## src/rtl/mac_issue_ctrl.sv

```systemverilog
// mac_issue_ctrl: operand-pair FIFO feeding a MAC with one operation outstanding at a time.
// Compile with `define MAC_ISSUE_TIMEOUT_EN to abort operations whose mac_done never arrives.
module mac_issue_ctrl #(
    parameter int FIFO_DEPTH   = 4,
    parameter int DONE_TIMEOUT = 16
) (
    input  logic        clk,
    input  logic        reset_n,
    input  logic        in_valid,
    output logic        in_ready,
    input  logic [15:0] in_a,
    input  logic [15:0] in_b,
    output logic        mac_valid,
    output logic [15:0] mac_a,
    output logic [15:0] mac_b,
    input  logic [31:0] mac_y,
    input  logic        mac_done,
    output logic        res_valid,
    input  logic        res_ready,
    output logic [31:0] res_data,
    output logic        err_timeout
);
    localparam int AW = $clog2(FIFO_DEPTH);
    localparam logic [AW:0] DEPTH_C = FIFO_DEPTH[AW:0];
    localparam logic [AW-1:0] PTR_ONE = 1;

    typedef enum logic [1:0] {S_IDLE, S_ISSUE, S_WAIT, S_OUT} state_t;

    if (FIFO_DEPTH < 2 || (FIFO_DEPTH & (FIFO_DEPTH - 1)) != 0 || DONE_TIMEOUT < 1) begin : g_bad_param
        $error("mac_issue_ctrl: FIFO_DEPTH must be a power of 2 >= 2 and DONE_TIMEOUT >= 1");
    end

    state_t        state_q, state_d;
    logic [31:0]   mem_q [FIFO_DEPTH];
    logic [31:0]   mem_d [FIFO_DEPTH];
    logic [AW-1:0] wr_ptr_q, wr_ptr_d;
    logic [AW-1:0] rd_ptr_q, rd_ptr_d;
    logic [AW:0]   count_q, count_d;
    logic [15:0]   mac_a_q, mac_a_d;
    logic [15:0]   mac_b_q, mac_b_d;
    logic [31:0]   res_data_q, res_data_d;
    logic          push, pop, tmo_hit;

    // Fullness is judged on the registered count, so a pop never frees a slot in the same cycle.
    assign in_ready  = count_q != DEPTH_C;
    assign push      = in_valid && in_ready;
    assign pop       = (state_q == S_IDLE) && (count_q != '0);
    assign mac_valid = state_q == S_ISSUE;
    assign res_valid = state_q == S_OUT;
    assign mac_a     = mac_a_q;
    assign mac_b     = mac_b_q;
    assign res_data  = res_data_q;

    // FIFO storage, pointers (wrap naturally at the power-of-2 depth) and occupancy
    always_comb begin
        mem_d    = mem_q;
        wr_ptr_d = wr_ptr_q;
        rd_ptr_d = rd_ptr_q;
        if (push) begin
            mem_d[wr_ptr_q] = {in_a, in_b};
            wr_ptr_d        = wr_ptr_q + PTR_ONE;
        end
        if (pop) begin
            rd_ptr_d = rd_ptr_q + PTR_ONE;
        end
        count_d = count_q + {{AW{1'b0}}, push} - {{AW{1'b0}}, pop};
    end

    // Issue FSM: pop into the operand registers, pulse the MAC, wait for done, hold the result
    always_comb begin
        state_d    = state_q;
        mac_a_d    = mac_a_q;
        mac_b_d    = mac_b_q;
        res_data_d = res_data_q;
        case (state_q)
            S_IDLE: begin
                if (pop) begin
                    {mac_a_d, mac_b_d} = mem_q[rd_ptr_q];
                    state_d            = S_ISSUE;
                end
            end
            S_ISSUE: state_d = S_WAIT;
            S_WAIT: begin
                if (mac_done) begin
                    res_data_d = mac_y;
                    state_d    = S_OUT;
                end else if (tmo_hit) begin
                    state_d = S_IDLE;
                end
            end
            S_OUT: state_d = res_ready ? S_IDLE : S_OUT;
            default: state_d = S_IDLE;
        endcase
    end

    // Registers for the FIFO and the issue FSM; reset drops any queued or in-flight work
    always_ff @(posedge clk or negedge reset_n) begin
        if (!reset_n) begin
            state_q    <= S_IDLE;
            mem_q      <= '{default: '0};
            wr_ptr_q   <= '0;
            rd_ptr_q   <= '0;
            count_q    <= '0;
            mac_a_q    <= '0;
            mac_b_q    <= '0;
            res_data_q <= '0;
        end else begin
            state_q    <= state_d;
            mem_q      <= mem_d;
            wr_ptr_q   <= wr_ptr_d;
            rd_ptr_q   <= rd_ptr_d;
            count_q    <= count_d;
            mac_a_q    <= mac_a_d;
            mac_b_q    <= mac_b_d;
            res_data_q <= res_data_d;
        end
    end

`ifdef MAC_ISSUE_TIMEOUT_EN
    localparam int TW = $clog2(DONE_TIMEOUT + 1);
    localparam int TMO_LAST_I = DONE_TIMEOUT - 1;
    localparam logic [TW-1:0] TMO_LAST = TMO_LAST_I[TW-1:0];
    localparam logic [TW-1:0] TMO_ONE = 1;

    logic [TW-1:0] tmo_cnt_q, tmo_cnt_d;
    logic          err_q, err_d;

    assign err_timeout = err_q;

    // Count cycles spent in WAIT; the last allowed cycle without mac_done aborts the operation
    always_comb begin
        tmo_hit   = (state_q == S_WAIT) && !mac_done && (tmo_cnt_q == TMO_LAST);
        tmo_cnt_d = (state_q == S_WAIT) ? tmo_cnt_q + TMO_ONE : '0;
        err_d     = err_q | tmo_hit;
    end

    // Timeout counter and the sticky error flag
    always_ff @(posedge clk or negedge reset_n) begin
        if (!reset_n) begin
            tmo_cnt_q <= '0;
            err_q     <= 1'b0;
        end else begin
            tmo_cnt_q <= tmo_cnt_d;
            err_q     <= err_d;
        end
    end
`else
    assign tmo_hit     = 1'b0;
    assign err_timeout = 1'b0;
`endif

endmodule

```

## config.mk

```make
export PLATFORM = sky130hd
export DESIGN_NAME = mac_issue_ctrl
export DESIGN_NICKNAME = d
export VERILOG_FILES = /design/src/rtl/mac_issue_ctrl.sv
export SDC_FILE = /design/constraint.sdc
export NUM_CORES = 1
export LEC_CHECK = 0
export ABC_CLOCK_PERIOD_IN_PS = 3800
export BUFFER_PORTS_ARGS = -buffer_cell sky130_fd_sc_hd__buf_2
export CAP_MARGIN = 10
export CORE_MARGIN = 2
export CORE_UTILIZATION = 45
export DETAILED_ROUTE_END_ITERATION = 12
export HOLD_SLACK_MARGIN = 0.1
export PLACE_DENSITY_LB_ADDON = 0.12
export SLEW_MARGIN = 20
export SYNTH_ARGS = -nofsm -noshare
export SYNTH_HDL_FRONTEND = slang
export SYNTH_SLANG_ARGS = --single-unit
```

## constraint.sdc

```tcl
create_clock -name clk -period 3.8 [get_ports clk]
set_input_delay 0.19 -clock clk [delete_from_list [all_inputs] [get_ports clk]]
set_output_delay 0.19 -clock clk [all_outputs]
set_load 0.02 [all_outputs]
```

==> impl_results.md <==
* Final slew viol count at 0
* Clock Sinks at 201
* Violation count after the first detailed-route iteration at 121
* Tot GR Track Use at 18.5%
* Final WL at 18,100 µm
* Post-DRT Antenna Nets at 0
* Clk pwr share at 21.5%
* Crit path capture type: register
* Yosys warns at 0
* Pre-CTS setup slack at 1520 ps
* P_int at 6.68 mW
* Hold path startpoint: mac_done
* Final min period at 2260 ps
* Post-Syn Area per Cell at 17.3 µm²
* Period utilisation layout at 59.6%
* Hold Vio Cnt, Final at 0
* Vias at 4,938
* Power per Cell Area at 911 mW/mm²
* DP Wirelength at 10,800 µm
* Critical path type: reg2reg
* Vias in the first global route at 5,356
* R2r setup slk at 1540 ps
* TritonCTS buffer count at 23
* Clock transition at path regs at 60 ps
* Setup TNS at 0 ps
* Clock Tree Root: clkbuf_16
* # rows at 50
* Worst hold stages at 4
* Cell count after synthesis at 491
* Slew @ Worst Pin at 979 ps
* CTS tree: built
* Synthesized area at 0.00851 mm²
* WP data arrival at 2650 ps
* Leakage power at 4.87 nW
* Syn_nets at 567
* Cts repair resizes at 0
* CTS Hold Bufs at 67
* Height of the die at 141 µm
* Status: finished clean
* Initial antenna violation count at 0
* Worst path cell trace: or3b_1 > nand3_2 > buf_4 > mux2_2
* Unrepaired setup endpoints after global routing: false
* Req. time, crit path at 4180 ps
* Core area at 0.0186 mm²
* FF-to-FF Start: count_q[1]
* Worst R2R Path Depth at 4
* # setup viols final at 0
* Synth cell types at 29
* # Post-CTS Setup Buffers at 0
* Wire per inst at 19.1 µm
* Worst-skew pair later-pin latency at 500 ps
* CP max stage cell: or3b_1
* Share of total power in combinational logic at 38.2%
* Die area at 0.0200 mm²
* Max Freq at 0.442 GHz
* Io pins at 137
* Type of the tightest min-delay check: in2reg
* Overflow after GRT at 0
* Final routed DRC violation total at 0
* CP max FO at 20
* Switching Fraction at 32.0%
* Drt via density at 5.20
* Max_cap viols at 0
* First-pass GRT wire length at 29,300 µm
* NetSw at 3.15 mW
* Nets@finish at 774
* Finished Core Util at 57.9%
* Hold endpoint: state_q[0]
* Die outline width at 141 µm
* Sequential area share after synthesis at 59.1%
* Initial Utilization at 45.6%
* FF-to-FF End: mem_q[64]
* Final Instance Area at 0.0108 mm²
* Router iterations before antenna repair at 4
* Rel. slew slack at 34.7%
* Largest net degree at the start of global routing at 126
* RD Place Congestion at 0.680
* Filler cell count at 1,463
* Skew final at 9.54 ps
* Layout cell share with drive strength beyond 1 at 57.6%
* CTS Buffer Depth at 3
* Worst vdd ir at 0.396 mV
* Crit-path max cell delay at 510 ps
* Number of synthesized register bits at 201
* Htree depth at 1
* Reg power frac at 40.3%
* Final Worst Setup Slack at 1540 ps
* Port bufs at 135
* Area grow syn2layout at 26.8%
* Placed inst area at 0.00939 mm²
* ANT cells at 0
* Setup crit start kind: register
[worst max path at each step]
stage / from / to / slack (ps) / depth (start not counted)
after detailed placement: count_q[1] / mem_q[69] / 1520 / 4
after global routing: count_q[1] / mem_q[80] / 1410 / 4
after floorplan: state_q[1] / count_q[1] / 1760 / 6
final: count_q[1] / mem_q[64] / 1540 / 4
after CTS: count_q[1] / mem_q[80] / 1510 / 4
after global placement: count_q[1] / mem_q[80] / 1580 / 4
[registers in the layout, summed over array words and instances, names as in the netlist]
| signal | count |
|---|---|
| res_data | 32 |
| count_q | 3 |
| mac_b | 16 |
| mem_q | 128 |
| mac_a | 16 |
| wr_ptr_q | 2 |
| rd_ptr_q | 2 |
| state_q | 2 |
[power groups by stage]
stage               combinational [mW]  clock [mW]  sequential (mW)
floorplan                         2.55           0             4.12
global placement                  3.65           0             3.93
detailed placement                3.75           0             3.99
CTS                               3.82        2.18             3.96
global route                      4.05        2.27             4.10
finish                            3.76        2.12             3.96
[cell families after synthesis]
family                     after synthesis  share of synthesized area [%]
AOI/OAI and AO/OA                        2                          0.118
adders and majority gates                7                           1.12
muxes                                  225                           35.3
other                                    1                         0.0441
xor gates and xnor gates                 5                          0.515
and+or+nand+nor                         16                           1.19
buffers and inverters                   34                           2.53
DFF                                    201                           59.1
[cells in the mapped netlist]
cell	number	area share [%]
a21oi_1	1	0.059
and2_1	1	0.074
and3_4	1	0.13
and3b_1	1	0.10
buf_1	3	0.13
buf_12	3	0.71
buf_2	16	0.94
buf_4	1	0.088
buf_6	2	0.26
clkbuf_1	4	0.18
conb_1	1	0.044
dfrtp_1	201	59
fa_1	1	0.24
ha_1	6	0.88
inv_1	5	0.22
mux2_2	163	22
mux2_4	30	5.3
mux4_2	32	8.5
nand2_1	2	0.088
nand2b_1	1	0.074
nand3_1	3	0.18
nor2_1	1	0.044
nor2b_1	3	0.22
nor3_1	1	0.059
nor3_2	1	0.12
o21ai_0	1	0.059
or3b_1	1	0.10
xnor2_1	2	0.21
xor2_1	3	0.31
[through the flow]
| step | power, mW | instances | hold WS [ps] |
|---|---|---|---|
| floorplan | 6.68 | 491 | -106 |
| global placement | 7.58 | 840 | 381 |
| global route | 10.4 | 949 | 166 |
| detailed placement | 7.74 | 840 | 393 |
| CTS | 9.95 | 949 | 106 |
| finish | 9.83 | 949 | 125 |
[critical path: cells and delay by family, from the launching register on]
family / cells / cell delay (ps)
buffers and inverters: 1 / 350
DFF: 1 / 410
muxes: 1 / 350
and+or+nand+nor: 2 / 1020
[cell type report]
class | instances | area [µm²] | share of cell area (%)
Timing Repair Buffer | 211 | 1440 | 13.3
Inverter | 5 | 18.8 | 0.174
Clock buffer | 32 | 639 | 5.93
Sequential cell | 201 | 5030 | 46.6
Clock inverter | 10 | 87.6 | 0.812
Tap cell | 234 | 293 | 2.71
Multi-Input combinational cell | 256 | 3280 | 30.4
[per-layer routing]
metal	share of wire [%]	wire length (µm)	GRT usage, %
met4	1.6	295	4.74
met1	44	7970	25.0
met5	0	0	0
met3	4.0	721	3.41
met2	50	9110	31.2
[layout by cell type (no fill, tap or decap), types with 2 or more instances in the layout]
master         instances
buf_2                134
buf_4                  8
clkbuf_1               6
clkbuf_16             23
clkbuf_8               3
clkinv_2               6
dfrtp_1              199
dfrtp_2                2
dlygate4sd3_1         67
ha_1                   6
inv_1                  5
mux2_2               163
mux2_4                30
mux4_2                32
nand2_1                2
nand3_2                3
nor2b_1                3
xnor2_1                2
xor2_1                 3
(Power assumes the default switching activity.)
